### src/rtl/chacha_inv_qr_seq_if.sv
// Handshake bundle for chacha_inv_qr_seq: input word group in, inverted word group out.
// The master side drives the input group and out_ready; the slave side is the core.
interface chacha_inv_qr_seq_if;
    logic        in_valid;
    logic        in_ready;
    logic [31:0] a_in;
    logic [31:0] b_in;
    logic [31:0] c_in;
    logic [31:0] d_in;
    logic        out_valid;
    logic        out_ready;
    logic [31:0] a_out;
    logic [31:0] b_out;
    logic [31:0] c_out;
    logic [31:0] d_out;

    modport master (
        output in_valid, a_in, b_in, c_in, d_in, out_ready,
        input  in_ready, out_valid, a_out, b_out, c_out, d_out
    );

    modport slave (
        input  in_valid, a_in, b_in, c_in, d_in, out_ready,
        output in_ready, out_valid, a_out, b_out, c_out, d_out
    );
endinterface

### src/rtl/chacha_inv_qr_seq.sv
// Sequential inverse ChaCha quarter-round, QR_COUNT rounds per transaction.
// Define CHACHA_INV_QR_PAIR_EN to retire two chained sub-steps per clock instead of one.
module chacha_inv_qr_seq #(
    parameter int QR_COUNT = 1
) (
    input  logic                  clk,
    input  logic                  rst_n,
    chacha_inv_qr_seq_if.slave    bus
);

    typedef enum logic [1:0] {IDLE, RUN, DONE} state_t;

    typedef struct packed {
        logic [31:0] a;
        logic [31:0] b;
        logic [31:0] c;
        logic [31:0] d;
    } quad_t;

    localparam logic [3:0] QR_LAST = 4'(QR_COUNT - 1);

`ifdef CHACHA_INV_QR_PAIR_EN
    localparam logic [1:0] STEP_LAST = 2'd1;
    localparam logic [1:0] STEP_DEC  = 2'd2;
`else
    localparam logic [1:0] STEP_LAST = 2'd0;
    localparam logic [1:0] STEP_DEC  = 2'd1;
`endif

    function automatic logic [31:0] rotr(input logic [31:0] x, input int unsigned n);
        return (x >> n) | (x << (32 - n));
    endfunction

    // Each step undoes one forward add/xor/rotate pair; the subtraction uses pre-step values.
    function automatic quad_t inv_step(input quad_t q, input logic [1:0] step);
        quad_t r;
        r = q;
        case (step)
            2'd3:    begin r.b = rotr(q.b, 7)  ^ q.c; r.c = q.c - q.d; end
            2'd2:    begin r.d = rotr(q.d, 8)  ^ q.a; r.a = q.a - q.b; end
            2'd1:    begin r.b = rotr(q.b, 12) ^ q.c; r.c = q.c - q.d; end
            default: begin r.d = rotr(q.d, 16) ^ q.a; r.a = q.a - q.b; end
        endcase
        return r;
    endfunction

    state_t     r_state;
    quad_t      r_q;
    quad_t      r_out;
    logic [1:0] r_step;
    logic [3:0] r_qr;
    logic       r_in_ready;
    logic       r_out_valid;
    quad_t      w_next;

`ifdef CHACHA_INV_QR_PAIR_EN
    assign w_next = inv_step(inv_step(r_q, r_step), r_step - 2'd1);
`else
    assign w_next = inv_step(r_q, r_step);
`endif

    // NOTE: state registers use non-blocking assignments so every register samples pre-edge values.
    always_ff @(posedge clk or negedge rst_n) begin
        if (!rst_n) begin
            r_state     <= IDLE;
            r_q         <= '0;
            r_out       <= '0;
            r_step      <= 2'd3;
            r_qr        <= '0;
            r_in_ready  <= 1'b1;
            r_out_valid <= 1'b0;
        end else begin
            case (r_state)
                IDLE: begin
                    if (bus.in_valid && r_in_ready) begin
                        r_q        <= '{a: bus.a_in, b: bus.b_in, c: bus.c_in, d: bus.d_in};
                        r_step     <= 2'd3;
                        r_qr       <= '0;
                        r_in_ready <= 1'b0;
                        r_state    <= RUN;
                    end
                end
                RUN: begin
                    r_q <= w_next;
                    if (r_step == STEP_LAST) begin
                        if (r_qr == QR_LAST) begin
                            r_out       <= w_next;
                            r_out_valid <= 1'b1;
                            r_state     <= DONE;
                        end else begin
                            r_qr   <= r_qr + 4'd1;
                            r_step <= 2'd3;
                        end
                    end else begin
                        r_step <= r_step - STEP_DEC;
                    end
                end
                DONE: begin
                    // Input is not considered here, which forces at least one IDLE bubble.
                    if (bus.out_ready) begin
                        r_out_valid <= 1'b0;
                        r_in_ready  <= 1'b1;
                        r_state     <= IDLE;
                    end
                end
                default: r_state <= IDLE;
            endcase
        end
    end

    assign bus.in_ready  = r_in_ready;
    assign bus.out_valid = r_out_valid;
    assign bus.a_out     = r_out.a;
    assign bus.b_out     = r_out.b;
    assign bus.c_out     = r_out.c;
    assign bus.d_out     = r_out.d;

endmodule
### src/flat_wrapper.sv
// flat-port wrapper written by rule: the top's interface ports become plain ports
module chacha_inv_qr_seq_flat 
#(
    parameter int QR_COUNT = 1
)
  (clk, rst_n, bus_in_valid, bus_a_in, bus_b_in, bus_c_in, bus_d_in, bus_out_ready, bus_in_ready, bus_out_valid, bus_a_out, bus_b_out, bus_c_out, bus_d_out);
  chacha_inv_qr_seq_if bus_i ();
  input  logic clk;
  input  logic rst_n;
  input wire logic [$bits(bus_i.in_valid)-1:0] bus_in_valid;
  input wire logic [$bits(bus_i.a_in)-1:0] bus_a_in;
  input wire logic [$bits(bus_i.b_in)-1:0] bus_b_in;
  input wire logic [$bits(bus_i.c_in)-1:0] bus_c_in;
  input wire logic [$bits(bus_i.d_in)-1:0] bus_d_in;
  input wire logic [$bits(bus_i.out_ready)-1:0] bus_out_ready;
  output wire logic [$bits(bus_i.in_ready)-1:0] bus_in_ready;
  output wire logic [$bits(bus_i.out_valid)-1:0] bus_out_valid;
  output wire logic [$bits(bus_i.a_out)-1:0] bus_a_out;
  output wire logic [$bits(bus_i.b_out)-1:0] bus_b_out;
  output wire logic [$bits(bus_i.c_out)-1:0] bus_c_out;
  output wire logic [$bits(bus_i.d_out)-1:0] bus_d_out;
  assign bus_i.in_valid = bus_in_valid;
  assign bus_i.a_in = bus_a_in;
  assign bus_i.b_in = bus_b_in;
  assign bus_i.c_in = bus_c_in;
  assign bus_i.d_in = bus_d_in;
  assign bus_i.out_ready = bus_out_ready;
  assign bus_in_ready = bus_i.in_ready;
  assign bus_out_valid = bus_i.out_valid;
  assign bus_a_out = bus_i.a_out;
  assign bus_b_out = bus_i.b_out;
  assign bus_c_out = bus_i.c_out;
  assign bus_d_out = bus_i.d_out;
  chacha_inv_qr_seq #(.QR_COUNT(QR_COUNT)) u_core (.clk(clk), .rst_n(rst_n), .bus(bus_i));
endmodule
### config.mk
export PLATFORM = sky130hd
export DESIGN_NAME = chacha_inv_qr_seq_flat
export DESIGN_NICKNAME = d
export VERILOG_FILES = /design/src/rtl/chacha_inv_qr_seq_if.sv /design/src/rtl/chacha_inv_qr_seq.sv /design/src/flat_wrapper.sv
export SDC_FILE = /design/constraint.sdc
export NUM_CORES = 1
export LEC_CHECK = 0
export CELL_PAD_IN_SITES_DETAIL_PLACEMENT = 0
export CELL_PAD_IN_SITES_GLOBAL_PLACEMENT = 1
export CORE_MARGIN = 4
export CORE_UTILIZATION = 35
export CTS_BUF_LIST = sky130_fd_sc_hd__clkbuf_2 sky130_fd_sc_hd__clkbuf_4 sky130_fd_sc_hd__clkbuf_8
export DETAILED_ROUTE_END_ITERATION = 12
export GPL_TIMING_DRIVEN = 0
export PLACE_DENSITY = 0.85
export SYNTH_ARGS = -nofsm -noshare
export SYNTH_HDL_FRONTEND = slang
export SYNTH_SLANG_ARGS = --single-unit
### constraint.sdc
create_clock -name clk -period 2.8 [get_ports clk]
set_clock_uncertainty 0.05 [all_clocks]
set_input_delay 0.56 -clock clk [delete_from_list [all_inputs] [get_ports clk]]
set_output_delay 0.56 -clock clk [all_outputs]
set_load 0.01 [all_outputs]
==> metrics.csv, run 1 <==
stage,metric,value,unit
worst_setup_path,cp.arrival,3.47,ns
global_route,grt_max_degree,102,
route,drcViolationCount,0,
finish,final_util,0.4911,
route,drt_iter0_drc,2231,
synth,synth_top_area_share,0.3770,
timing,timing.slew.headroom,0.3813,
worst_setup_path,cp-end-kind,register,
global_route,antenna_found_initial,1,
worst_setup_path,path_max_fanout,3,
synth,synth_area_per_cell,8.231,um2
synth,syn_inst,2121,
clock_network,clkTransAtPathRegs,0.06,ns
finish,final_common_cell,a21oi_1,
worst_setup_path,required,3.30,ns
finish,nets,2738,
global_route,met3_usage,0.06809,
min_path,min_path_type,reg2reg,
clock_network,clock_latency,0.67,ns
floorplan,num_io_pins,262,
finish,final_area,24140,um2
clock_network,clock-sinks,266,
floorplan,coreArea,49150,um2
synth,seq_area_frac_synth,0.3815,
floorplan,rows,81,
timing,max_freq,0.3365,GHz
synth,syn_area,17460,um2
global_route,grt_usage,0.3164,
route,wl_per_cell,27.26,um
floorplan,start_util,0.3552,
route,drtAntennaViolNets,0,
clock_network,htree_levels,2,
global_route,met2_usage,0.4566,
clock_network,clockBufferDepth,3,
power_and_ir_drop,leakage,10.05,nW
run_status,violations,negative setup slack,
timing,tns,-1.496,ns
timing,hold_viol,0,
synth,synthTopCellsByArea,"dfrtp_1 (38%), a21oi_1 (9.1%), ha_1 (4.9%), o21ai_0 (4.9%), nand2_1 (4.5%)",
route,viasPerCell,5.880,
worst_setup_path,worstSetupStartpointType,register,
timing,slew_violations,0,
global_route,grt_overflow_total,0,
synth,yosys_warnings,0,
synth,ys.flop_type,dfrtp_1,
power_and_ir_drop,p_per_area,1709,nW/um2
finish,mostFrequentLayoutCells,"a21oi_1 (281), clkdlybuf4s50_1 (260), nand2_1 (208), nor2_1 (193), dfrtp_1 (180)",
route,drt_pre_antenna_iters,5,
finish,area_growth,38.27,%
place,place_ws,-1.336,ns
global_route,busiest_layer,met2,
global_route,grtUsageMet1,0.4541,
finish,final_layout_size_suffix_gt1_frac,0.2156,
timing,worst_slew_pin_slew,0.9280,ns
route,routed-via-count,19046,
run,drv_cap,0,
place,placed_area,20960,um2
timing,grt_setup_unrepaired,yes,
floorplan,chipWidth,231.3,um
place,dp_hpwl,67740,um
clock_network,cts_tree,built,
timing,whs,0.4319,ns
timing,min_period,2.972,ns
power_and_ir_drop,peakVddDrop,0.5488,mV
place,port_buffers,261,
run_status,status,"complete, but fails checks",
synth,async_flop_share,1.000,
floorplan,die_h,231.3,um
timing,setup_viol,25,
timing,period_share,1.061,
global_route,grt_pass1_vias,18212,
synth,synth_nets,2323,
timing,layout_setup_ws,-0.1721,ns
clock_network,cts_root_buffer,clkbuf_8,
synth,synth_edf_count,0,
floorplan,fp.dieArea,53520,um2
place,gp_congestion,1.013,
worst_setup_path,crit_type,reg2reg,
synth,synth_largest_area_cell,dfrtp_1,
synth,ys_seq_elements,266,
finish,fill_cells,4735,
route,routed_wl,88300,um
global_route,grt_pass1_wl,125000,um
clock_network,cts_buffers,51,
synth,synth.distinct_cells,82,
synth_stat cells, types with 25 or more instances:
master,instances
nand2_1,211
xnor2_1,66
clkbuf_1,126
nor3_1,104
mux2i_1,47
a21oi_1,316
o21ai_0,170
o22a_1,27
a211oi_1,34
a21o_1,25
xor2_1,75
nor2_1,201
inv_1,87
ha_1,68
dfrtp_1,263
per-layer routing:
layer  up-vias  part of all wire  wire (um)
met5         -                 0          0
met4         0             0.059       5169
met3       230             0.097       8590
met2      1095              0.41      36280
met1      9346              0.43      38260
li1       8375                 -          -
critical path, stage by stage (launching register included):
cell,delay (ns)
dfrtp_2,0.43
ha_4,0.18
fa_2,0.34
and2b_1,0.24
o221ai_2,0.13
a31oi_2,0.20
buf_6,0.14
buf_4,0.12
o21ai_4,0.08
a21oi_4,0.28
a31oi_4,0.13
mux2i_1,0.17
nand2_1,0.10
mux2_2,0.28
kinds of logic after synthesis:
| group | share of synthesized area |
|---|---|
| buffers and inverters | 0.05447 |
| XOR/XNOR | 0.07074 |
| adder cells (fa/ha/maj) | 0.05103 |
| flip-flops | 0.3815 |
| AO/OA/AOI/OAI | 0.2523 |
| AND/OR/NAND/NOR | 0.1585 |
| multiplexers | 0.03146 |
through the flow:
step / power, W / std cells
after floorplan: 0.02228 / 2121
after global placement: 0.03122 / 3046
after detailed placement: 0.03145 / 3048
after CTS: 0.03877 / 3204
after global routing: 0.04333 / 3238
final: 0.04126 / 3239
flip-flops by register name (all words and copies together) (netlist names):
signal	flops
u_core.r_q	128
u_core.bus.a_out	32
u_core.bus.b_out	32
u_core.bus.c_out	32
u_core.bus.d_out	32
u_core.r_qr	4
u_core.r_state	2
u_core.r_step	2
u_core.bus.in_ready	1
u_core.bus.out_valid	1
report_power, final:
group          switching, W  internal, W  total (W)
Sequential          0.00244      0.00579    0.00824
Clock               0.00188      0.00241    0.00429
Combinational        0.0169       0.0118     0.0287
worst paths after layout:
path / startpoint / endpoint / slack (ns) / depth (start not counted)
max: u_core.r_q[0]$_DFFE_PN0P_ / u_core.bus.c_out[30]$_DFFE_PN0P_ / -0.17 / 13
min: u_core.bus.b_out[28]$_DFFE_PN0P_ / u_core.bus.b_out[28]$_DFFE_PN0P_ / 0.43 / 2
max reg2reg: u_core.r_q[0]$_DFFE_PN0P_ / u_core.bus.c_out[30]$_DFFE_PN0P_ / -0.17 / 13
min reg2reg: u_core.bus.b_out[28]$_DFFE_PN0P_ / u_core.bus.b_out[28]$_DFFE_PN0P_ / 0.43 / 2
max in group asynchronous: rst_n / u_core.r_q[121]$_DFFE_PN0P_ / 1.16 / 3
min in group asynchronous: rst_n / u_core.bus.d_out[3]$_DFFE_PN0P_ / 0.46 / 2
final cells by class:
| class | instances | area (um2) | area share |
|---|---|---|---|
| Clock inverter | 9 | 78.83 | 0.003265 |
| Multi-Input combinational cell | 1616 | 10890 | 0.4511 |
| Inverter | 87 | 329.1 | 0.01363 |
| Tap cell | 664 | 830.8 | 0.03442 |
| Timing Repair Buffer | 375 | 3535 | 0.1464 |
| Antenna cell | 1 | 2.502 | 0.0001037 |
| Clock buffer | 82 | 1028 | 0.04261 |
| Buffer | 139 | 681.9 | 0.02825 |
| Sequential cell | 266 | 6764 | 0.2802 |
what timing repair did:
action | CTS | global route
endpoints found under the hold margin | 94 | 0
endpoints found under the setup margin | 244 | 206
gates resized for setup | 261 | 164
buffers inserted | 74 | 37
pin swaps | 52 | 49
hold buffers | 1 | 0
No activity file was read; power rests on OpenSTA's default activity.
==> run 2, diff against run 1 <==
DONT_BUFFER_PORTS = 1   (was not set)
PLACE_DENSITY = 0.75   (was 0.85)
SETUP_SLACK_MARGIN = 0.05   (was not set)
==> run 2 against run 1 <==
The run ends with negative hold slack, negative setup slack left. Global-route usage decreased by 0.24 points. Sequential share of layout area increased by 2.5 points. Clock-buffer cell count decreased by 10. Largest cell class unchanged. Routed wire length decreased by 1.4%. Critical path type unchanged. Cell area decreased by 8.4%. Register-to-register slack about the same. Worst hold slack got worse by 0.86 ns.
==> metrics.csv, run 2 (synthesis gave the netlist of run 1 again) <==
stage,metric,value,unit
run_status,status,"complete, but fails checks",
run_status,violations,"negative hold slack, negative setup slack",
finish,nets,2498,
place,dp_hpwl,65730,um
timing,period_share,1.059,
finish,final_util,0.4498,
timing,worst_slew_pin_slew,1.083,ns
place,placed_area,18290,um2
place,gp_congestion,1.024,
timing,whs,-0.4293,ns
global_route,antenna_found_initial,20,
route,routed_wl,87060,um
worst_setup_path,required,3.27,ns
worst_setup_path,reg2reg_depth,13,
clock_network,hold_buffers,12,
finish,largest_reg_flops,128,
place,port_buffers,0,
finish,final_layout_size_suffix_gt1_frac,0.2509,
finish,area_growth,26.65,%
route,drcViolationCount,0,
finish,final_area,22110,um2
floorplan,die_h,231.3,um
clock_network,clkTransAtPathRegs,0.07,ns
floorplan,chipWidth,231.3,um
timing,max_freq,0.3371,GHz
finish,final_common_cell,a21oi_1,
route,drt_pre_antenna_iters,7,
clock_network,clockBufferDepth,3,
route,viasPerCell,5.983,
global_route,grt_pass1_wl,123300,um
route,routed-via-count,18046,
floorplan,fp.dieArea,53520,um2
floorplan,coreArea,49150,um2
global_route,grt_max_degree,267,
clock_network,clock_latency,0.66,ns
place,place_ws,-1.391,ns
floorplan,start_util,0.3552,
timing,setup_viol,33,
timing,timing.slew.headroom,0.2783,
timing,grt_setup_unrepaired,yes,
route,wl_per_cell,28.86,um
clock_network,clock-sinks,266,
clock_network,htree_levels,2,
timing,layout_setup_ws,-0.1662,ns
timing,min_period,2.966,ns
global_route,grt_pass1_vias,17388,
global_route,grt_overflow_total,0,
min_path,min_path_type,in2async,
clock_network,cts_buffers,51,
finish,fill_cells,4907,
finish,mostFrequentLayoutCells,"a21oi_1 (275), nand2_1 (205), dfrtp_1 (194), nor2_1 (193), o21ai_0 (135)",
floorplan,rows,81,
timing,hold_viol,265,
route,drtAntennaViolNets,0,
worst_setup_path,cp.arrival,3.43,ns
floorplan,num_io_pins,262,
worst_setup_path,crit_type,reg2reg,
clock_network,cts_root_buffer,clkbuf_8,
global_route,grt_usage,0.3140,
route,drt_iter0_drc,2068,
worst_setup_path,cp-end-kind,register,
worst_setup_path,path_max_fanout,3,
clock_network,cts_tree,built,
timing,slew_violations,0,
worst_setup_path,worstSetupStartpointType,register,
finish,regMostFlops,u_core.r_q,
run,drv_cap,0,
[run 2: repair_timing]
action                                  4_1_cts  5_1_grt
endpoints found under the setup margin      257      214
resized for setup                           294      185
endpoints found under the hold margin       278      266
pin swaps                                    67       80
setup buffers                                84       38
[run 2: final timing paths]
check | start | end | slack (ns)
setup / recovery | u_core.r_q[0]$_DFFE_PN0P_ | u_core.r_q[60]$_DFFE_PN0P_ | -0.17
hold / removal | rst_n | u_core.bus.d_out[14]$_DFFE_PN0P_ | -0.43
setup reg to reg | u_core.r_q[0]$_DFFE_PN0P_ | u_core.r_q[60]$_DFFE_PN0P_ | -0.17
hold reg to reg | u_core.r_step[1]$_DFFE_PN1P_ | u_core.r_step[1]$_DFFE_PN1P_ | 0.48
max in group asynchronous | rst_n | u_core.r_q[56]$_DFFE_PN0P_ | 2.67
min in group clk | bus_a_in[11] | u_core.r_q[107]$_DFFE_PN0P_ | 0.03
[run 2: cell type report]
class	instances	area (um2)	share of cell area
inverter	87	334.1	0.01511
antenna	16	40.04	0.001811
clock inverter	21	260.3	0.01177
timing repair buffer	134	1110	0.05019
sequential	266	6746	0.3051
clock buffer	72	940.9	0.04256
multi-input combinational	1616	11130	0.5034
tap	664	830.8	0.03758
buffer	140	716.9	0.03243
[run 2: worst max-delay path: stages (launching register included)]
cell and delay, ns:
dfrtp_2 0.44, ha_4 0.17, fa_2 0.36, and2b_2 0.27, o221ai_4 0.11, a31oi_2 0.14, buf_4 0.16, o21ai_4 0.08
o31ai_4 0.33, nand4_1 0.20, a31oi_4 0.22, buf_6 0.13, xnor2_2 0.11, a21oi_2 0.07
[run 2: per-layer routing]
metal | track usage | part of all wire | vias up
li1 | - | - | 7888
met1 | 0.4216 | 0.40 | 8982
met2 | 0.4652 | 0.43 | 983
met3 | 0.09624 | 0.12 | 183
met4 | 0.1417 | 0.044 | 10
met5 | 0 | 0.00065 | -
[run 2: stage by stage]
step                      hold slack [ns]  cells  setup TNS (ns)
after floorplan                    0.2144   2121               0
after global placement             0.2334   2785         -174.55
after detailed placement           0.2316   2785         -178.25
after CTS                         -0.4724   2965         -0.6530
after global routing              -0.4503   3006          -5.722
final                             -0.4293   3016          -2.086
Power of run 2 is left out: the tool's default activity adds up to more than one toggle a clock period on the data nets, which glitch-free logic cannot reach.
